### src/rtl/segre_pkg.sv
// segre_pkg: shared memory-op types and sizes for the segre store buffer.
package segre_pkg;
    localparam int NUM_SB_ENTRIES = 4;
    localparam int ADDR_SIZE      = 32;
    localparam int WORD_SIZE      = 32;

    typedef enum logic [1:0] {
        BYTE = 2'd0,
        HALF = 2'd1,
        WORD = 2'd2
    } memop_data_type_e;

    typedef struct packed {
        logic                 valid;
        logic [ADDR_SIZE-1:0] addr;
        logic [WORD_SIZE-1:0] data;
        memop_data_type_e     data_type;
    } sb_entry_t;
endpackage

### src/rtl/segre_sb_byte_mask.sv
// segre_sb_byte_mask: byte lanes touched by an aligned access within its word.
module segre_sb_byte_mask
    import segre_pkg::*;
(
    input  memop_data_type_e type_i,
    input  logic [1:0]       offset_i,
    output logic [3:0]       mask_o
);
    always_comb mask_o = (type_i == BYTE) ? (4'b0001 << offset_i) :
                         (type_i == HALF) ? (4'b0011 << offset_i) : 4'b1111;
endmodule

### src/rtl/segre_store_buffer.sv
// segre_store_buffer: circular store FIFO between MEM stage and dcache with
// same-cycle store-to-load forwarding and partial-overlap conflict detection.
module segre_store_buffer
    import segre_pkg::*;
#(
    parameter int NUM_ENTRIES = NUM_SB_ENTRIES,
    parameter int ADDR_W      = ADDR_SIZE,
    parameter int DATA_W      = WORD_SIZE
)(
    input  logic              clk_i,
    input  logic              rst_i,
    input  logic              push_i,
    input  logic [ADDR_W-1:0] push_addr_i,
    input  logic [DATA_W-1:0] push_data_i,
    input  memop_data_type_e  push_type_i,
    output logic              full_o,
    output logic              empty_o,
    input  logic              ld_i,
    input  logic [ADDR_W-1:0] ld_addr_i,
    input  memop_data_type_e  ld_type_i,
    output logic              ld_hit_o,
    output logic [DATA_W-1:0] ld_data_o,
    output logic              ld_conflict_o,
    input  logic              hold_i,
    input  logic              flush_i,
    output logic              drain_valid_o,
    output logic [ADDR_W-1:0] drain_addr_o,
    output logic [DATA_W-1:0] drain_data_o,
    output memop_data_type_e  drain_type_o,
    input  logic              drain_ready_i
);
    localparam int PW = $clog2(NUM_ENTRIES);

    logic [NUM_ENTRIES-1:0] valid_q, valid_d;
    logic [PW-1:0]          head_q, head_d, tail_q, tail_d;
    logic [PW:0]            count_q, count_d;
    logic [ADDR_W-1:0]      addr_q [NUM_ENTRIES];
    logic [DATA_W-1:0]      data_q [NUM_ENTRIES];
    memop_data_type_e       type_q [NUM_ENTRIES];
    logic [3:0]             mask_q [NUM_ENTRIES];
    logic [3:0]             push_mask, ld_mask;
    logic [DATA_W-1:0]      ld_size_mask;
    logic [PW-1:0]          idx, young;
    logic                   push_ok, drain_ok, found, exact;

    segre_sb_byte_mask u_push_mask (.type_i(push_type_i), .offset_i(push_addr_i[1:0]), .mask_o(push_mask));
    segre_sb_byte_mask u_ld_mask   (.type_i(ld_type_i),   .offset_i(ld_addr_i[1:0]),   .mask_o(ld_mask));

    assign full_o        = count_q == (PW+1)'(NUM_ENTRIES);
    assign empty_o       = count_q == '0;
    assign drain_valid_o = !empty_o && !hold_i && !flush_i;
    assign drain_addr_o  = addr_q[head_q];
    assign drain_data_o  = data_q[head_q];
    assign drain_type_o  = type_q[head_q];
    assign push_ok       = push_i && !full_o && !flush_i;
    assign drain_ok      = drain_valid_o && drain_ready_i;

    always_comb begin
        valid_d = valid_q;
        head_d  = head_q;
        tail_d  = tail_q;
        count_d = count_q + (PW+1)'(push_ok) - (PW+1)'(drain_ok);
        if (drain_ok) begin
            valid_d[head_q] = 1'b0;
            head_d          = head_q + 1'b1;
        end
        if (push_ok) begin
            valid_d[tail_q] = 1'b1;
            tail_d          = tail_q + 1'b1;
        end
        if (flush_i) begin
            valid_d = '0;
            head_d  = '0;
            tail_d  = '0;
            count_d = '0;
        end
    end

    always_ff @(posedge clk_i or posedge rst_i) begin
        if (rst_i) begin
            valid_q <= '0;
            head_q  <= '0;
            tail_q  <= '0;
            count_q <= '0;
        end else begin
            valid_q <= valid_d;
            head_q  <= head_d;
            tail_q  <= tail_d;
            count_q <= count_d;
        end
    end

    always_ff @(posedge clk_i) begin
        if (push_ok) begin
            addr_q[tail_q] <= push_addr_i;
            data_q[tail_q] <= push_data_i;
            type_q[tail_q] <= push_type_i;
            mask_q[tail_q] <= push_mask;
        end
    end

    // Scan oldest to youngest so the last match found is the youngest store.
    always_comb begin
        found = 1'b0;
        young = head_q;
        idx   = head_q;
        for (int i = 0; i < NUM_ENTRIES; i++) begin
            idx = head_q + PW'(i);
            if (valid_q[idx] && addr_q[idx][ADDR_W-1:2] == ld_addr_i[ADDR_W-1:2] && |(mask_q[idx] & ld_mask)) begin
                found = 1'b1;
                young = idx;
            end
        end
        exact = found && addr_q[young][1:0] == ld_addr_i[1:0] && type_q[young] == ld_type_i;
    end

    assign ld_size_mask  = (ld_type_i == BYTE) ? 32'h0000_00FF :
                           (ld_type_i == HALF) ? 32'h0000_FFFF : 32'hFFFF_FFFF;
    assign ld_hit_o      = ld_i && exact;
    assign ld_conflict_o = ld_i && found && !exact;
    assign ld_data_o     = ld_hit_o ? (data_q[young] & ld_size_mask) : '0;
endmodule

### config.mk
export PLATFORM = sky130hd
export DESIGN_NAME = segre_store_buffer
export DESIGN_NICKNAME = d
export VERILOG_FILES = /design/src/rtl/segre_pkg.sv /design/src/rtl/segre_sb_byte_mask.sv /design/src/rtl/segre_store_buffer.sv
export SDC_FILE = /design/constraint.sdc
export NUM_CORES = 1
export LEC_CHECK = 0
export ABC_CLOCK_PERIOD_IN_PS = 8900
export CAP_MARGIN = 5
export CORE_ASPECT_RATIO = 0.9
export CORE_MARGIN = 2
export CORE_UTILIZATION = 35
export CTS_CLUSTER_DIAMETER = 200
export CTS_CLUSTER_SIZE = 30
export DETAILED_ROUTE_END_ITERATION = 10
export GPL_ROUTABILITY_DRIVEN = 0
export PLACE_DENSITY_LB_ADDON = 0.25
export REMOVE_ABC_BUFFERS = 1
export SETUP_SLACK_MARGIN = 0.05
export SYNTH_ARGS = -nofsm -noshare
export SYNTH_HDL_FRONTEND = slang
export SYNTH_SLANG_ARGS = --single-unit
### constraint.sdc
create_clock -name clk_i -period 8.9 [get_ports clk_i]
set_clock_uncertainty 0.05 [all_clocks]
set_input_delay 2.67 -clock clk_i [delete_from_list [all_inputs] [get_ports clk_i]]
set_output_delay 2.67 -clock clk_i [all_outputs]
set_load 0.02 [all_outputs]
# --- Yosys cells after proc, flatten, opt, wreduce, memory -nomap -nowiden ---
# Memory sizes are Yosys's and may differ from the RTL's.
# Cells that the tools add are included.
# W data, S select, Z words.
totals:
  register_bits: 11
  ramBits: 280
  in_bits: 107
  out_inout_bits: 103
  word_cells: 112
  n_memories: 4
classes:
  n_addsub: 6
  order_cmp: 7
  n_eq_ne: 9
  shifts: 4
  mux: 36
  bitwise: 8
  reduce_logical: 34
mem_list:
  columns: ["memory", "words", "width", "read_ports", "rd_ports_with_merged_regs", "wr", "line_no", "text"]
  rows:
  - ["addr_q", 4, 32, 5, 0, 1, "segre_store_buffer.sv:37", "logic [ADDR_W-1:0] addr_q [NUM_ENTRIES];"]
  - ["data_q", 4, 32, 2, 0, 1, "segre_store_buffer.sv:38", "logic [DATA_W-1:0] data_q [NUM_ENTRIES];"]
  - ["mask_q", 4, 4, 4, 0, 1, "segre_store_buffer.sv:40", "logic [3:0] mask_q [NUM_ENTRIES];"]
  - ["type_q", 4, 2, 2, 0, 1, "segre_store_buffer.sv:39", "memop_data_type_e type_q [NUM_ENTRIES];"]
op_table:
  columns: ["operator", "n"]
  rows:
  - ["$eq A30 B30 Y1", 4]
  - ["$mux W32", 3]
  - ["$and A32 B32 Y32", 1]
  - ["$mux W4", 7]
  - ["$and A4 B4 Y4", 5]
  - ["$logic_and A1 B1 Y1", 20]
  - ["$reduce_or A4 Y1", 4]
  - ["$lt A2 B3 Y1 const B", 5]
  - ["$mux W2", 7]
  - ["$mux W1", 12]
  - ["$bmux W1 S2", 4]
  - ["$shl A1 B2 Y4 const A", 2]
  - ["$shl A2 B2 Y4 const A", 2]
  - ["$logic_not A1 Y1", 5]
  - ["$add A2 B1 Y2 const B", 2]
  - ["$add A2 B2 Y2 const B", 2]
  - ["$demux W1 S2", 2]
  - ["$eq A2 B1 Y1 const B", 2]
  - ["$eq A2 B2 Y1", 2]
  - ["$ge A2 B1 Y1 const B", 2]
  - ["$logic_not A2 Y1", 2]
  - ["$not A4 Y4", 1]
  - ["$or A4 B4 Y4", 1]
  - ["$reduce_bool A2 Y1", 2]
  - ["other kinds (5)", 5]

# --- Logic depth before layout (Yosys ltp) ---
# An unclocked memory read counts as a cell.
depth:
  ltp_word: 15
  mapped_depth: 23
  mapped_depth_nobuf: 13

# --- Cells and area by module ---
# A second synthesis with hierarchy kept.
hier_totals:
  hier_cells: 1268
  hier_area_um2: 17710.7
modules_own_cells:
  columns: ["mod", "instances", "cells_per_inst", "area_each_um2", "seq_area_each_um2"]
  rows:
  - ["segre_store_buffer", 1, 1240, 17488.0, 8683.3]
  - ["segre_sb_byte_mask", 2, 14, 111.4, 0.0]

# --- Worst setup path after synthesis ---
# OpenSTA, ideal clock, no wires.
synth_path:
  kind: "input-to-output"
  start: "in ld_addr_i[13]"
  end: "out ld_data_o[10]"
  arrival_ps: 6452
  required_ps: 6180
  slack_ps: -272
  stages: 14
  n_path_buf: 3
  cell_sequence: "clkbuf_1 > xor2_1 > o22a_1 > a2111oi_0 > o21ai_0 > nand4b_1 > and4_1 > clkbuf_1 > nor3_4 > a311oi_1 > nor4_2 > o21ai_2 > buf_6 > a2111oi_0"
synth_between:
  elab_chain_len: 12
  elab_cells_between_ends: 29
  classes_between: "eq/ne: 6; mux: 8; bitwise: 1; reduce/logical: 11; memory: 3"
synth_lines:
  columns: ["element", "line_no", "text"]
  rows:
  - ["start: declaration", "segre_store_buffer.sv:19", "input logic [ADDR_W-1:0] ld_addr_i,"]
  - ["$eq A30 B30 Y1", "segre_store_buffer.sv:109", "if (valid_q[idx] && addr_q[idx][ADDR_W-1:2] == ld_addr_i[ADDR_W-1:2] && |(mask_q[idx] & ld_mask)) begin"]
  - ["$logic_and A1 B1 Y1 (2 in series)", "segre_store_buffer.sv:109", null]
  - ["$mux W2 (3 in series)", "segre_store_buffer.sv:109", null]
  - ["$mem_v2 Z4 W32", null, null]
  - ["$eq A2 B2 Y1", "segre_store_buffer.sv:114", "exact = found && addr_q[young][1:0] == ld_addr_i[1:0] && type_q[young] == ld_type_i;"]
  - ["$logic_and A1 B1 Y1 (2 in series)", "segre_store_buffer.sv:114", null]
  - ["$logic_and A1 B1 Y1", "segre_store_buffer.sv:119", "assign ld_hit_o = ld_i && exact;"]
  - ["$mux W32 (*)", "segre_store_buffer.sv:121", "assign ld_data_o = ld_hit_o ? (data_q[young] & ld_size_mask) : '0;"]
  - ["end: declaration", "segre_store_buffer.sv:22", "output logic [DATA_W-1:0] ld_data_o,"]
# Every way passes the cells marked *; elsewhere a longest branch is shown, timed or not.

# --- Worst setup path in the final report ---
layout_path:
  start: "in ld_addr_i[1]"
  end: "out ld_data_o[4]"
layout_between:
  elab_chain_len: 15
  elab_cells_between_ends: 33
  classes_between: "eq/ne: 2; shift: 2; mux: 10; bitwise: 5; reduce/logical: 11; memory: 3"
layout_lines:
  columns: ["element", "line_no", "text"]
  rows:
  - ["$shl A2 B2 Y4", "segre_sb_byte_mask.sv:10", "(type_i == HALF) ? (4'b0011 << offset_i) : 4'b1111;"]
  - ["$mux W4", "segre_sb_byte_mask.sv:10", null]
  - ["$mux W4", "segre_sb_byte_mask.sv:9", "always_comb mask_o = (type_i == BYTE) ? (4'b0001 << offset_i) :"]
  - ["$and A4 B4 Y4", "segre_store_buffer.sv:109", null]
  - ["$reduce_or A4 Y1", "segre_store_buffer.sv:109", null]
  - ["$logic_and A1 B1 Y1", "segre_store_buffer.sv:109", null]
  - ["$mux W2 (3 in series)", "segre_store_buffer.sv:109", null]
  - ["$mem_v2 Z4 W32", null, null]
  - ["$eq A2 B2 Y1", "segre_store_buffer.sv:114", null]
  - ["$logic_and A1 B1 Y1 (2 in series)", "segre_store_buffer.sv:114", null]
  - ["$logic_and A1 B1 Y1", "segre_store_buffer.sv:119", null]
  - ["$mux W32 (*)", "segre_store_buffer.sv:121", null]
# Marked as above.

==> out/results.txt <==
In the final routed layout, each cell accounts on average for 24.1 um. The tools report the final worst-path setup slack as -0.149 ns. The tools report the worst endpoint required time as 6.18 ns.

The estimated wirelength of the detail-placed design is 37.0 mm, and the highest cell delay on the worst timing path is 0.43 ns. STA puts the critical path data arrival time at 6.33 ns. The area share of the largest cell type after synthesis works out to 47.5%.

The most used standard cell by instance count after synthesis is sky130_fd_sc_hd__edfxtp_1. The synthesis-stage register bit count came out at 291. Combinational logic is responsible for 42.7% of the overall power. The switching share of total power is 33.6%. Dividing the final minimum period by the clock period gives 102%. The tree is rooted in a sky130_fd_sc_hd__clkbuf_16. Buffers inserted to repair hold after CTS numbered 0. Setup violations remaining at the end of the flow were counted as 33. The clock period minus worst slack was 9.05 ns. The detailed router placed 12300 vias in this run. The basic-gate share of the synthesized area counting and, or, nand and nor cells was 6.89%. The run gives 12500 as the via count of the first global-routing pass. The number of remaining DRC errors is 0.

Clock tree synthesis inserted a total of 13 buffers. The checks that failed: setup timing. The sort of element at the start of the critical path was an input pin.

The mux cell area share after synthesis was 26.3%. The largest net degree at the start of global routing was 109. The overall fraction of global-route tracks in use is 20.1%, and the overall die width is 241 um. The net count of the finished layout is 1664. The number of clock sinks was 291; the post-layout instance count excluding filler cells was 2221. After detailed routing, the total wire length is 53.5 mm.

The first global-routing pass estimated 78.7 mm of wire. In this run the remaining antenna-violating nets after routing total 0. On the final layout, the worst hold slack is 0.568 ns. Summed over all nets, wire length on met3 after detailed routing comes to 3.42 mm. The y dimension of the die works out to 217 um. The mapped netlist covers 0.0177 mm2. During I/O placement, the number of pins put on the boundary was 210. After synthesis, flip-flops and latches occupy 49.1% of the total area.

The floorplan has 78 rows. For this run, the number of Yosys warnings is 0. Highest metal layer with signal wires: met5.

Summing the areas of all xor and xnor instances in the mapped netlist gives 5.99% of the synthesized area. Timing would allow up to 111 MHz. Setup repair after global routing could not meet its margin everywhere. The synthesized-area fraction occupied by ao, oa, aoi and oai cells works out to 6.69%.

TritonCTS built the clock tree. The run gives 0.0502 mm2 as the core region area. Clock latency on the worst-skew pair, taken at its later pin, is 0.53 ns. By area, the combinational part of the netlist is dominated by multiplexers. The tools report the length of routed wiring on met1 as 22.8 mm.

Across the run, the number of max-cap violations was 0. The dominant cell type by area after synthesis is sky130_fd_sc_hd__edfxtp_1. The H-tree level count was 1. The flow ran to the end, but the final reports show violations. The portion of total power attributed to the clock network was 17.1%. For the worst-case headroom to the max-slew limit, the log shows 41.3%.

In the post-synthesis netlist, the biggest area contributors are sky130_fd_sc_hd__edfxtp_1 48%, sky130_fd_sc_hd__mux4_2 18%, sky130_fd_sc_hd__mux2i_1 5.1%. The tools report the number of iterations in the first detailed-routing pass as 5. In this run the static leakage power is 7.48 nW.

The run gives 3 as the number of buffers on the longest clock path. The critical path is of the input pin to primary output type. The DRC violation total after the first TritonRoute iteration was 979; the die outline area was 0.0523 mm2. Cells with a size suffix above 1 make up 38.2% of the layout. After synthesis, the netlist uses 86 different library cells. The routed design uses 26.1 mm of met2 wire.

The arithmetic-cell share of the synthesized area counting full adders, half adders and majority gates is 1.39%. Ranked by instance count, the synthesized netlist is headed by 280 x sky130_fd_sc_hd__edfxtp_1, 139 x sky130_fd_sc_hd__mux4_2, 97 x sky130_fd_sc_hd__xnor2_1, 90 x sky130_fd_sc_hd__mux2i_1, 59 x sky130_fd_sc_hd__nor2_1. For the pin with the worst max-slew slack, the measured transition is 0.881 ns.

The proportion of synthesized flip-flops having asynchronous set or reset works out to 3.78%. The signal on the critical path passes through buf_8 -> buf_8 -> ha_4 -> mux2_4 -> o21ai_2 -> nand4_1 -> o2111ai_1 -> and4b_2 -> o311a_4 -> buf_6 -> o32a_1 -> a221oi_1 -> and4bb_2 -> o21ai_4 -> buf_12 -> buf_12 -> a2111oi_4 -> buf_4 -> buf_4. In this run the mean area of a mapped cell was 14.9 um2. The worst setup path is captured at a primary output.

Of all nets on the critical path, the largest fanout is 7. On the critical path, the stage with the largest delay is an instance of sky130_fd_sc_hd__o311a_4. The final count of hold timing violations is 0, and the sequential group share of total power is 40.3%. Dividing the detail-routed via count by the number of cells gives 5.56. The run gives 0 as the count of pins over their slew limit. For the worst vdd rail ir drop, the log shows 0.000148 V. From synthesis to final layout, the design area changed by 31.5%. The analysis attributes to net switching a power of 1.40 mW. The final global-route overflow total is 0, and the number of synthesized flops with an enable pin is 280. The clock-pin slew reported for the worst setup and hold paths after clock tree synthesis works out to 0.12 ns. The count of buffers added on input and output ports is 209. The most used flip-flop cell after synthesis is sky130_fd_sc_hd__edfxtp_1. The number of antenna diodes in the final layout is 0. The logs give 2.76 mW for the cell internal power dissipation and 1189 for the number of standard cells after synthesis.

Counting tap cells, the placed design contains a total of 2176 instances. The core utilization of the finished layout was 46.4%. The initial antenna violation count is 3. The areal power density over the cells came out at 179 mW/mm2.

For this configuration, the core starts out at a cell density of 35.3%. The worst hold path belongs to the class flip-flop to flip-flop.
-- power by group through the flow --
| stage | registers [mW] | clock network [mW] | logic (mW) |
|---|---|---|---|
| after CTS | 1.68 | 0.736 | 1.74 |
| after global routing | 1.69 | 0.774 | 1.88 |
| after detailed placement | 1.71 | 0 | 1.64 |
| final | 1.68 | 0.709 | 1.77 |
| after global placement | 1.70 | 0 | 1.64 |
| after floorplan | 1.75 | 0 | 0.981 |
-- logic make-up after synthesis --
logic type      after synthesis
simple gates                226
xor+xnor                    120
compound gates              136
mux                         282
flops                       291
fa+ha+maj                    19
buf+inv                     115
-- what timing repair did --
item,4_1_cts,5_1_grt
pin swaps,39,29
endpoints found under the setup margin,34,34
gates cloned,1,2
setup buffers,19,5
gates resized for setup,372,64
-- worst max-delay path, delay by kind of cell --
| family | cells | cell delay (ns) |
|---|---|---|
| simple gates | 3 | 0.73 |
| fa+ha+maj | 1 | 0.15 |
| compound gates | 7 | 1.44 |
| mux | 1 | 0.30 |
| buf+inv | 7 | 1.02 |
-- layer usage --
metal / track usage [%] / vias up
li1: - / 5502
met1: 27.3 / 6358
met2: 33.6 / 428
met3: 3.54 / 53
met4: 4.22 / 2
met5: 0 / -
-- final cells by class --
cell class	instances	area, um2
Inverter	24	95.1
Timing Repair Buffer	425	3900
Fill cell	4537	26900
Clock inverter	2	20.0
Multi-Input combinational cell	783	9360
Tap cell	680	851
Clock buffer	16	337
Sequential cell	291	8690
-- stage by stage --
stage,cell area (um2),total power [mW],worst slack (ns),setup TNS (ns)
after detailed placement,21700,3.35,-1.41,-37.64
after global placement,21700,3.34,-1.37,-35.45
final,23300,4.16,-0.149,-2.02
after CTS,22800,4.15,-0.0511,-0.287
after global routing,23300,4.34,-0.293,-6.53
after floorplan,17100,2.73,-11.22,-382.74
-- final timing paths --
check                                   from      endpoint  slack (ns)  cells after the start
worst min-delay path               tail_q[1]     tail_q[1]        0.57                      2
max in group asynchronous              rst_i     head_q[1]        6.08                      2
worst min register to register     tail_q[1]     tail_q[1]        0.57                      2
worst max register to register    count_q[2]  addr_q[3][2]        6.01                      5
min in group asynchronous              rst_i     tail_q[1]        2.38                      2
worst max-delay path            ld_addr_i[1]  ld_data_o[4]       -0.15                     19
-- sequential cells by signal (all words and copies together) (netlist names) --
name,count
tail_q,2
valid_q,4
type_q,8
count_q,3
addr_q,128
head_q,2
mask_q,16
data_q,128
-- cell usage in the layout, fill, tap and decap left out, types with 21 or more instances in the layout --
cell and count:
sky130_fd_sc_hd__clkdlybuf4s50_1 141, sky130_fd_sc_hd__a2111oi_4 33, sky130_fd_sc_hd__edfxtp_1 280, sky130_fd_sc_hd__dlygate4sd2_1 21
sky130_fd_sc_hd__nor2_1 58, sky130_fd_sc_hd__mux2i_1 90, sky130_fd_sc_hd__mux2_2 48, sky130_fd_sc_hd__nand2_1 32
sky130_fd_sc_hd__xnor2_1 79, sky130_fd_sc_hd__xor2_1 21, sky130_fd_sc_hd__nand4_1 39, sky130_fd_sc_hd__buf_4 217
sky130_fd_sc_hd__mux4_2 139
Note: power is estimated with default switching activity, not from simulation.
